<file path="src/rtl/fifo_pkg.sv">
// Shared definitions for the synchronous FIFO family and its adapters.
// Keep in step with the FIFO block itself.
package fifo_pkg;

   localparam int FIFO_DEFAULT_WIDTH = 16;

   // Occupancy of small output buffers (0..2 entries).
   typedef logic [1:0] occ_t;

   localparam occ_t OCC_EMPTY = 2'd0;
   localparam occ_t OCC_FULL  = 2'd2;

endpackage

</file>
<file path="src/rtl/fifo_rd_skid.sv">
// Two-entry ordered buffer behind the FIFO read port: push at tail, pop at head.
// Push and pop in the same cycle keep occupancy and ordering intact.
module fifo_rd_skid
   import fifo_pkg::*;
#(
   parameter int WIDTH = FIFO_DEFAULT_WIDTH
) (
   input  logic             clk,
   input  logic             rst_n,
   input  logic             push,
   input  logic [WIDTH-1:0] push_data,
   input  logic             pop,
   output occ_t             occ,
   output logic [WIDTH-1:0] head_data
);

   logic [WIDTH-1:0] mem_q [2];
   logic [WIDTH-1:0] mem_d [2];
   logic             head_q, head_d;
   logic             tail_q, tail_d;
   occ_t             occ_q, occ_d;

   always_comb begin
      mem_d  = mem_q;
      head_d = head_q;
      tail_d = tail_q;
      occ_d  = occ_q + {1'b0, push} - {1'b0, pop};
      // With both entries full, a push lands on the head slot being popped this same edge.
      if (push) begin
         mem_d[tail_q] = push_data;
         tail_d        = ~tail_q;
      end
      if (pop) begin
         head_d = ~head_q;
      end
   end

   always_ff @(posedge clk) begin
      if (!rst_n) begin
         mem_q[0] <= '0;
         mem_q[1] <= '0;
         head_q   <= 1'b0;
         tail_q   <= 1'b0;
         occ_q    <= OCC_EMPTY;
      end else begin
         mem_q[0] <= mem_d[0];
         mem_q[1] <= mem_d[1];
         head_q   <= head_d;
         tail_q   <= tail_d;
         occ_q    <= occ_d;
      end
   end

   assign occ       = occ_q;
   assign head_data = mem_q[head_q];

endmodule

</file>
<file path="src/rtl/fifo_stream_reader.sv">
// Read-side adapter: issues FIFO reads, absorbs the one-cycle read latency, and
// presents words on a valid/ready stream. FIFO_READER_STATS_EN adds xfer_cnt.
module fifo_stream_reader
   import fifo_pkg::*;
#(
   parameter int WIDTH = FIFO_DEFAULT_WIDTH
) (
   input  logic             clk,
   input  logic             rst_n,
   output logic             fifo_rd_en,
   input  logic             fifo_empty,
   input  logic [WIDTH-1:0] fifo_data,
   output logic             m_valid,
   output logic [WIDTH-1:0] m_data,
   input  logic             m_ready,
   output logic             idle
`ifdef FIFO_READER_STATS_EN
   ,
   output logic [31:0]      xfer_cnt
`endif
);

   // Stream handshake: a beat transfers on a clock edge where m_valid && m_ready.
   // Once m_valid rises, m_valid and m_data hold until that transfer; neither
   // depends combinationally on m_ready. m_ready may depend on m_valid.

   occ_t       occ;
   logic       pop;
   logic       in_flight_q, in_flight_d;
   logic [2:0] demand;

   assign pop = m_valid && m_ready;

   // Slots committed after this edge; m_ready feeds this so reads continue at full rate.
   always_comb begin
      demand      = 3'(occ) + 3'(in_flight_q) - 3'(pop);
      fifo_rd_en  = rst_n && !fifo_empty && (demand < 3'(OCC_FULL));
      in_flight_d = fifo_rd_en;
   end

   always_ff @(posedge clk) begin
      if (!rst_n) begin
         in_flight_q <= 1'b0;
      end else begin
         in_flight_q <= in_flight_d;
      end
   end

   fifo_rd_skid #(
      .WIDTH (WIDTH)
   ) u_skid (
      .clk       (clk),
      .rst_n     (rst_n),
      .push      (in_flight_q),
      .push_data (fifo_data),
      .pop       (pop),
      .occ       (occ),
      .head_data (m_data)
   );

   assign m_valid = (occ != OCC_EMPTY);
   assign idle    = (occ == OCC_EMPTY) && !in_flight_q;

`ifdef FIFO_READER_STATS_EN
   logic [31:0] xfer_cnt_q, xfer_cnt_d;

   always_comb begin
      xfer_cnt_d = xfer_cnt_q + 32'(pop);
   end

   always_ff @(posedge clk) begin
      if (!rst_n) begin
         xfer_cnt_q <= '0;
      end else begin
         xfer_cnt_q <= xfer_cnt_d;
      end
   end

   assign xfer_cnt = xfer_cnt_q;
`endif

endmodule

</file>
<file path="config.mk">
export PLATFORM = sky130hd
export DESIGN_NAME = fifo_stream_reader
export DESIGN_NICKNAME = d
export VERILOG_FILES = /design/src/rtl/fifo_pkg.sv /design/src/rtl/fifo_rd_skid.sv /design/src/rtl/fifo_stream_reader.sv
export SDC_FILE = /design/constraint.sdc
export NUM_CORES = 1
export LEC_CHECK = 0
export CELL_PAD_IN_SITES_DETAIL_PLACEMENT = 0
export CELL_PAD_IN_SITES_GLOBAL_PLACEMENT = 2
export CORE_UTILIZATION = 29
export CTS_CLUSTER_SIZE = 40
export DETAILED_ROUTE_END_ITERATION = 7
export PLACE_DENSITY_LB_ADDON = 0.1
export SKIP_LAST_GASP = 1
export SYNTH_ARGS = -nofsm -noshare
export SYNTH_HDL_FRONTEND = slang
export SYNTH_SLANG_ARGS = --single-unit
</file>
<file path="constraint.sdc">
create_clock -name clk -period 2.7 [get_ports clk]
set_input_delay 0.54 -clock clk [delete_from_list [all_inputs] [get_ports clk]]
set_output_delay 0.54 -clock clk [all_outputs]
set_load 0.005 [all_outputs]
</file>
# Word-level counts from Yosys, hierarchy flattened
# Index checks and enable logic that the tools add are counted.
# word_totals
reg_bits,37
latch_bits,0
ramBits,0
mem_bits_ro,0
in_bits,20
out_inout_bits,19
n_memories,0
# classes
addsub,4
mul,0
div,0
magnitude_cmp,4
n_eq_ne,0
n_shift,0
muxes,6
bitwise,4
reduce_logical,9
# ops
op,count
2-to-1 mux 16 bit,4
bitwise mux 32 bit,1
demux 16 bit (select 1 bit),1
logical AND 1 bit,5
greater-or-equal comparator 2 bit (second input constant),2
inverter 1 -> 2 bit,2
adder 2 x 1 -> 3 bit,1
less-than comparator 3 x 2 -> 1 bit (second input constant),1
subtractor 3 x 1 -> 3 bit,1
adder 2 x 1 -> 2 bit,1
logical NOT 1 bit,2
logical NOT 2 bit,1
less-than comparator 2 x 1 -> 1 bit (second input constant),1
inverter 1 bit,2
nonzero test 2 bit,1
subtractor 2 x 1 -> 2 bit,1

# Depth between registers and ports, before layout
# logic_depth
ltp_word,6
mapped_depth,7
mapped_depth_nobuf,7

# By module
# A second synthesis with hierarchy kept.
# hier_totals
cells_unflattened,188
area_unflattened_um2,1775.5
# modules_own_cells
mod,n_inst,cells_per_inst,area_each_um2,seq_area_each_um2
fifo_rd_skid,1,176,1667.8,720.7
fifo_stream_reader,1,12,107.6,20.0

# Worst setup path before layout
# OpenSTA, ideal clock, no wires.
# synth_timing
path_kind,input to output
startpoint,input m_ready
endpoint,output fifo_rd_en
arrival_ns,1.929
setup_slack_ns,0.231
cell_stages,7
n_path_buf,0
path_cell_list,o21a_1 -> ha_1 -> inv_1 -> ha_1 -> fa_1 -> xnor2_1 -> nor4b_1
# synth_between
elab_chain_len,4
# synth_rtl
element,line,rtl
from (decl),fifo_stream_reader.sv:15,"input logic m_ready,"
logical AND 1 bit,fifo_stream_reader.sv:32,assign pop = m_valid && m_ready;
subtractor 3 x 1 -> 3 bit,fifo_stream_reader.sv:36,demand = 3'(occ) + 3'(in_flight_q) - 3'(pop);
less-than comparator 3 x 2 -> 1 bit,fifo_stream_reader.sv:37,fifo_rd_en = rst_n && !fifo_empty && (demand < 3'(OCC_FULL));
logical AND 1 bit,fifo_stream_reader.sv:37,
to (decl),fifo_stream_reader.sv:10,"output logic fifo_rd_en,"
# Every way passes these cells.

# Worst setup path after layout
# layout_timing
startpoint,register u_skid.occ_q[0] (netlist: u_skid.occ[0])
endpoint,output fifo_rd_en
# layout_between
elab_chain_len,5
word_cells_on_any_way,6
cone_classes,add/sub: 2; order compare: 1; reduce/logical: 3
# layout_rtl
element,line,rtl
from (decl),fifo_rd_skid.sv:21,"occ_t occ_q, occ_d;"
from (signal assigned),fifo_rd_skid.sv:44,occ_q <= OCC_EMPTY;
from (signal assigned),fifo_rd_skid.sv:50,occ_q <= occ_d;
nonzero test 2 bit,fifo_stream_reader.sv:61,assign m_valid = (occ != OCC_EMPTY);
logical AND 1 bit,fifo_stream_reader.sv:32,
via pop,fifo_stream_reader.sv:28,logic pop;
subtractor 3 x 1 -> 3 bit,fifo_stream_reader.sv:36,
via demand[1],fifo_stream_reader.sv:30,logic [2:0] demand;
less-than comparator 3 x 2 -> 1 bit,fifo_stream_reader.sv:37,
logical AND 1 bit,fifo_stream_reader.sv:37,
# The timed path passes the listed nets, and every way through them passes these cells.

==> impl_metrics.tcl <==
set metrics [dict create \
    power.density_mw_per_mm2 815.8 \
    synth-simple-area-share_pct 18.93 \
    start_kind "flop" \
    synthTopCellsByArea "dfxtp_1, nand2_1, mux2_2" \
    synth_seq_cells 37 \
    synthFlopType "dfxtp_1" \
    grt_pass1_wl_um 6306 \
    fmax_mhz 376.5 \
    worst-setup-path-type "reg2out" \
    cts_hold_buffers 0 \
    grt-ovfl-total 0 \
    final_nets 246 \
    muxShareOfSynthArea_pct 10.90 \
    dp_hpwl_um 2575 \
    ys_seq_area_share_pct 44.81 \
    leakagePower_nw 0.7978 \
    rsz0062_at_grt "yes" \
    netlist_area_mm2 0.001653 \
    finalHoldViolCount 0 \
    max_cap_violations 0 \
    numCtsBuffers 5 \
    fin_crit_ps 2656 \
    multi_input_area_um2 822.0 \
    firstDrtPassIters 4 \
    skew_ps 8.341 \
    r2r_slack_ps 740 \
    synth-edff-count 0 \
    synth-warning-count 0 \
    layout_setup_ws_ps 43.98 \
    synth.distinct_cells 19 \
    hold_class "reg2reg" \
    design.die.area_mm2 0.006005 \
    fp.dieH_um 77.50 \
    via_count 1342 \
    synth_fa_ha_area_share_pct 2.725 \
    antenna_found_initial 0 \
    grt_start_max_net_pins 38 \
    crit_path_end_kind "output port" \
    seq_area_um2 743.2 \
    r2r_end "in_flight_q" \
    grtUsageTotal_pct 13.94 \
    viasPerCell 4.534 \
    area_growth_pct 33.23 \
    synth.top_cell.area_share_pct 44.81 \
    wl_per_cell_um 13.40 \
    ir_worst_vdd_mv 0.3793 \
    cts.sinks 37 \
    synth-xor-area-share_pct 1.060 \
    synth_common_cells "nand2_1, dfxtp_1, a21boi_1" \
    cts_tree "yes" \
    endpoint "fifo_rd_en" \
    place.gp.congestion 0.6964 \
    critPathLaunch "u_skid.occ[0]" \
    reg2reg_from "u_skid.occ[0]" \
    crit_fanout 2 \
    post-synth-top-count-cell "nand2_1" \
    grt_pass1_vias 1300 \
    avgSynthCellArea_um2 8.934 \
    ioPinCount 39 \
    synth_compound_area_share_pct 15.44 \
    drive_gt1_share_pct 16.07 \
    routed_wl_um 3967 \
    fillers 545 \
    ys_async_sr_fraction_pct 0 \
    relSlewSlack_pct 47.31 \
    antenna_cells 0 \
    cts_root_buf "clkbuf_8" \
    yosysTopAreaCell "dfxtp_1" \
    num_rows 27 \
    pre_cts_ws_ps -727.4 \
    p_total_mw 1.796 \
    antenna_left 0 \
    htreeDepth 2 \
    cp.arrival_ps 2120 \
    cp.required_ps 2160 \
    path_clk_slew_ps 80 \
    clkLatencyLatePin_ps 290 \
    coreArea_mm2 0.005507 \
    drt_iter0_drc 35 \
    slowest_delay_ps 440 \
    outcome "complete, no violations" \
    port-buffer-count 38 \
    crit_slowest_cell "fa_2" \
    finalSetupViolations 0 \
    drcViolationCount 0 \
    synth_cells 185 \
    dieWidth_um 77.50 \
    reg2regPathDepth 7 \
    cts_buffer_depth 2 \
    worstMarginPinSlew_ps 790.4 \
    hold_depth 2 \
    start_util_pct 30.02 \
    synth_top_family_by_area "simple AND/OR/NAND/NOR gates" \
    post-route-period-util_pct 98.37 \
    synth.net_count 208 \
    path_cells "o21a_1 -> ha_1 -> inv_1 -> ha_2 -> fa_2 -> nor4b_2 -> buf_2" \
    slew_violations 0 \
]
timing repair:
item | in CTS | in global routing
gates resized for setup | 11 | 1
setup buffers | 1 | 0
pin swaps | 4 | 3
endpoints found under the setup margin | 1 | 1
cell usage in the layout (no fill, tap or decap):
master / Yosys / routed
fa_2: 0 / 1
and2_1: 3 / 3
nor4b_1: 2 / 1
nand2_1: 66 / 66
nand2b_1: 2 / 2
nor2_1: 1 / 1
o21a_1: 1 / 1
nor2b_1: 2 / 2
dfxtp_2: 0 / 2
a21boi_1: 21 / 21
nor4b_2: 0 / 1
clkbuf_1: 3 / 1
xnor2_1: 2 / 2
a21boi_0: 12 / 12
clkdlybuf4s50_1: 0 / 36
bufinv_16: 0 / 1
buf_2: 3 / 2
ha_1: 2 / 1
ha_2: 0 / 1
inv_1: 4 / 4
dfxtp_1: 37 / 35
buf_4: 5 / 6
mux2_2: 16 / 16
clkbuf_8: 0 / 6
sequential cells by signal (all words and copies together), names as in the netlist:
signal,count
u_skid.tail_q,1
u_skid.occ,2
u_skid.mem_q,32
in_flight_q,1
u_skid.head_q,1
logic make-up (layout without fill, tap and decap cells):
| group | after synthesis | in the layout |
|---|---|---|
| adder cells (fa/ha/maj) | 3 | 3 |
| XOR/XNOR | 2 | 2 |
| AO/OA/AOI/OAI | 34 | 34 |
| multiplexers | 16 | 16 |
| buffers and inverters | 17 | 56 |
| flip-flops | 37 | 37 |
| AND/OR/NAND/NOR | 76 | 76 |
final cells by class:
| type | instances | share of cell area (%) |
|---|---|---|
| clock inverter | 1 | 1.364 |
| sequential | 37 | 33.75 |
| inverter | 4 | 0.6818 |
| multi-input combinational | 131 | 37.33 |
| timing repair buffer | 44 | 18.86 |
| clock buffer | 7 | 3.920 |
| tap | 72 | 4.091 |
worst max-delay path, delay by kind of cell, from the launching register on:
kind | cells | cell delay (ps)
fa+ha+maj | 3 | 870
flops | 1 | 320
simple gates | 1 | 240
buf+inv | 2 | 200
compound gates | 1 | 190
worst min-delay path by stage:
stage,from,end,slack (ps)
detailed placement,u_skid.mem_q[6],u_skid.mem_q[6],450
global placement,u_skid.mem_q[7],u_skid.mem_q[7],440
CTS,u_skid.mem_q[6],u_skid.mem_q[6],460
floorplan,u_skid.mem_q[10],u_skid.mem_q[10],430
global route,u_skid.mem_q[27],u_skid.mem_q[27],470
finish,u_skid.mem_q[18],u_skid.mem_q[18],450
report_power, final:
group,total (mW),internal [mW],switching (mW),leakage [nW]
registers,0.695,0.640,0.0554,0.301
clock network,0.495,0.301,0.194,0.0585
logic,0.606,0.342,0.264,0.438
routing by layer:
metal,vias to the layer above,routed length [um],share of wire [%],global-route usage [%]
met5,-,0,0,0
met4,0,15,0.38,4.528
met3,2,209,5.3,4.353
met2,32,1948,49,23.54
met1,634,1794,45,16.70
li1,674,-,-,-
through the flow:
step                utilization [%]  setup TNS, ps  std cells  cell area [um^2]  hold WS (ps)
finish                        39.99              0        296              2202         454.0
CTS                           39.97         -44.26        296              2201         456.6
global route                  39.99         -87.34        296              2202         470.9
global placement              37.67         -681.0        287              2074         436.8
detailed placement            37.67         -727.4        287              2074         445.6
floorplan                         -              0        185              1653         431.6
Note: power is estimated with default switching activity, not from simulation.
==> variant 1 (same settings) <==
Build with the macro `FIFO_READER_STATS_EN` defined.
--- a/src/rtl/fifo_stream_reader.sv
+++ b/src/rtl/fifo_stream_reader.sv
@@ -2,2 +2,4 @@
 // presents words on a valid/ready stream. FIFO_READER_STATS_EN adds xfer_cnt.
+`define FIFO_READER_STATS_EN
+
 module fifo_stream_reader
Check against the original RTL (old outputs only; new: xfer_cnt): equivalent (Yosys induction, for registers that start in step).
==> variant 1 against the original RTL <==
  * Synthesized area up 84%
  * Power up 56%
  * Largest power group unchanged
  * Final cell count up 94%
  * Clock power up 83%
  * Global-route usage up 1.6 points
  * Highest routed layer unchanged
  * Critical path type unchanged
  * Cell area up 91%
  * Via count up 100%
  * Worst setup slack worse by 190 ps
  * Sequential cell count up 32
  * Fmax down 6.7%
  * Synthesized cell count up 95%
  * The flow now finishes with violations (setup timing)
  * Routed wire length up 110%
==> variant 1: results <==
export IMPL_outcome="finished with violations"
export IMPL_violations="setup timing"
export IMPL_p_comb_share_pct=26.0
export IMPL_ys_top_cells_by_count="nand2_1, dfxtp_1, a21oi_1"
export IMPL_synthesis_nets=385
export IMPL_internal_power_mw=2.03
export IMPL_drt_pass1_iterations=6
export IMPL_wl_met3_um=280
export IMPL_power_leakage_nw=1.41
export IMPL_use_met3_pct=3.26
export IMPL_fill_cells=1081
export IMPL_layout_drive_gt1_share_pct=14.1
export IMPL_pre_cts_slack_ps=-841
export IMPL_post_cts_buffers=3
export IMPL_cp_startpoint="u_skid.occ[1]"
export IMPL_nNetsFinal=459
export IMPL_grt_max_degree=63
export IMPL_use_met2_pct=25.5
export IMPL_synth_seq_area_share_pct=45.4
export IMPL_setup_viol=1
export IMPL_skew_ps=13.5
export IMPL_wl_met1_mm=3.96
export IMPL_htree_num_levels=3
export IMPL_cts_resized=14
export IMPL_viasPerCell=4.76
export IMPL_reg2reg_to="xfer_cnt[28]"
export IMPL_holdWs_ps=455
export IMPL_pg_comb_mw=0.732
export IMPL_port_buffers=70
export IMPL_met1_usage_pct=19.4
export IMPL_drtIter0Drc=98
export IMPL_yosys_top_cells_area="dfxtp_1, nand2_1, a21oi_1"
export IMPL_clk_power_mw=0.905
export IMPL_ir_drop_uv=224
export IMPL_grt_pass1_wl_mm=13.4
export IMPL_rrSetupSlack_ps=330
export IMPL_gp_congestion=0.703
export IMPL_arrival_ps=2310
export IMPL_slew_headroom_pct=48.9
export IMPL_setup_ws_ps=-147
export IMPL_syn_inst=360
export IMPL_tns_ps=-147
export IMPL_min_to="u_skid.mem_q[5]"
export IMPL_placed_cell_area_mm2=0.00391
==> variant 1: changes by cell type in the layout (fill, tap and decap cells not counted), sizes merged, moves of 14 or more <==
| cell | before | now |
|---|---|---|
| a21oi | 0 | 48 |
| nor2 | 1 | 15 |
| clkdlybuf4s50 | 36 | 68 |
| dfxtp | 37 | 69 |
| a21boi | 33 | 0 |
==> variant 1: area by class of cell <==
type | count | area [um^2] | share of cell area [%]
inverter | 10 | 37.5 | 0.894
multi-input combinational | 257 | 1570 | 37.5
clock buffer | 13 | 169 | 4.02
clock inverter | 3 | 42.5 | 1.01
sequential | 69 | 1380 | 33.0
tap | 136 | 170 | 4.05
timing repair buffer | 87 | 822 | 19.6
==> variant 1: cell families (layout without fill, tap and decap cells) <==
family,after synthesis,count (layout),share of synthesized area (%)
and+or+nand+nor,156,156,25.2
DFF,69,69,45.4
AOI/OAI and AO/OA,63,63,11.5
buffers and inverters,34,113,4.69
muxes,19,19,6.91
xor gates and xnor gates,14,14,4.03
adders and majority gates,5,5,2.30
==> variant 2 (same flow settings) <==
Without the edit above. The package constant `FIFO_DEFAULT_WIDTH` goes from 16 to 24.
--- a/src/rtl/fifo_pkg.sv
+++ b/src/rtl/fifo_pkg.sv
@@ -4,3 +4,3 @@
 
-   localparam int FIFO_DEFAULT_WIDTH = 16;
+   localparam int FIFO_DEFAULT_WIDTH = 24;
 
Interface: changed (resized fifo_data and m_data); port bits go from 39 to 55. The function was not compared with the original's and may differ.
==> variant 2 against the original RTL <==
  * The run now ends with setup timing left
  * Routed wire length grew 42%
  * Utilization is essentially flat
  * Fmax shrank 3.7%
  * Synthesized area grew 42%
  * Sequential cell count grew 16
  * Worst setup slack lost 100 ps
  * Clock skew shrank 5.0 ps
  * Power grew 30%
  * Count of clock-buffer cells in the layout is the same
  * Cell area grew 41%
  * Synthesized cell count grew 42%
  * Critical path type unchanged
==> variant 2: results <==
export IMPL_outcome="finished with violations"
export IMPL_violations="setup timing"
export IMPL_synth_top_area_share_pct=45.2
export IMPL_placed_cell_area_mm2=0.00296
export IMPL_crit_family="adder cells"
export IMPL_port_buffers=54
export IMPL_synth_seq_area_share_pct=45.2
export IMPL_pre_cts_slack_ps=-743
export IMPL_cts_root_buffer="clkbuf_8"
export IMPL_drtIter0Drc=64
export IMPL_arrival_ps=2220
export IMPL_yosys_top_cells_area="dfxtp_1, nand2_1, a21boi_1"
export IMPL_grtUsageTotal_pct=14.1
export IMPL_rr_worst_depth=8
export IMPL_grt_max_degree=54
export IMPL_post_drt_wl_per_cell_um=13.3
export IMPL_htree_num_levels=2
export IMPL_setup_viol=1
export IMPL_synthesis_nets=294
export IMPL_tightest_slew_ps=949
export IMPL_viasPerCell=4.46
export IMPL_ys_top_cells_by_count="nand2_1, dfxtp_1, a21boi_1"
export IMPL_skew_ps=3.30
export IMPL_gp_congestion=0.654
export IMPL_hpwl_mm=3.60
export IMPL_grt_pass1_wl_mm=9.29
export IMPL_drt_pass1_iterations=2
export IMPL_setup_ws_ps=-58.0
export IMPL_power_leakage_nw=1.13
export IMPL_nNetsFinal=349
export IMPL_layout_drive_gt1_share_pct=16.6
export IMPL_cp_slowest_cell="fa_2"
export IMPL_ir_drop_uv=316
export IMPL_largest_reg_flops=48
## variant 2: cell count changes in the layout (fill, tap and decap cells not counted), sizes merged, moves of 6 or more
cell / delta
mux2: +8
dfxtp: +16
clkdlybuf4s50: +16
nand2: +32
a21boi: +16
buf: +6
## variant 2: worst min-delay path, delay by kind of cell (launching register included)
| family | cells | cell delay, ps |
|---|---|---|
| AO/OA/AOI/OAI | 1 | 50 |
| AND/OR/NAND/NOR | 1 | 50 |
| flip-flops | 1 | 320 |
## variant 2: kinds of logic (layout without fill, tap and decap cells)
| kind of cell | after synthesis | after routing | synth area share (%) |
|---|---|---|---|
| buf+inv | 23 | 79 | 6.28 |
| fa+ha+maj | 3 | 3 | 1.92 |
| flops | 53 | 53 | 45.2 |
| mux | 24 | 24 | 11.5 |
| compound gates | 50 | 50 | 16.0 |
| simple gates | 108 | 108 | 18.4 |
| xor+xnor | 2 | 2 | 0.746 |
## variant 2: timing repair
action	4_1_cts	5_1_grt
resized for setup	11	1
buffers inserted	2	1
endpoints found under the setup margin	1	1
pin swaps	5	4
## variant 2: layer usage
layer	global-route usage, %	part of all wire (%)
met5	0	0
met1	17.8	48
met4	3.52	0.80
met3	3.23	4.1
met2	24.0	47
## variant 2: power by group
group | switching (mW) | leakage [nW] | total [mW] | internal (mW)
sequential | 0.0674 | 0.430 | 0.976 | 0.908
clock | 0.262 | 0.0542 | 0.494 | 0.233
combinational | 0.371 | 0.643 | 0.862 | 0.491
## variant 2: per-stage QoR
stage	setup TNS, ps	std cells
after floorplan	0	263
after global placement	-750	410
after detailed placement	-743	410
after CTS	-103	420
after global routing	-155	421
final	-58.0	421
## variant 2: final cells by class
type / count / area (um^2)
sequential: 53 / 1060
multi-input combinational: 187 / 1160
inverter: 4 / 15.0
timing repair buffer: 67 / 633
clock buffer: 7 / 96.3
clock inverter: 1 / 5.00
fill: 837 / 4660
tap: 102 / 128
## variant 2: path summary, 6_finish.rpt
kind	end	slack, ps	startpoint
max	fifo_rd_en	-60	u_skid.occ[1]
min	u_skid.mem_q[22]	450	u_skid.mem_q[22]
max reg2reg	in_flight_q	750	u_skid.occ[1]
min reg2reg	u_skid.mem_q[22]	450	u_skid.mem_q[22]
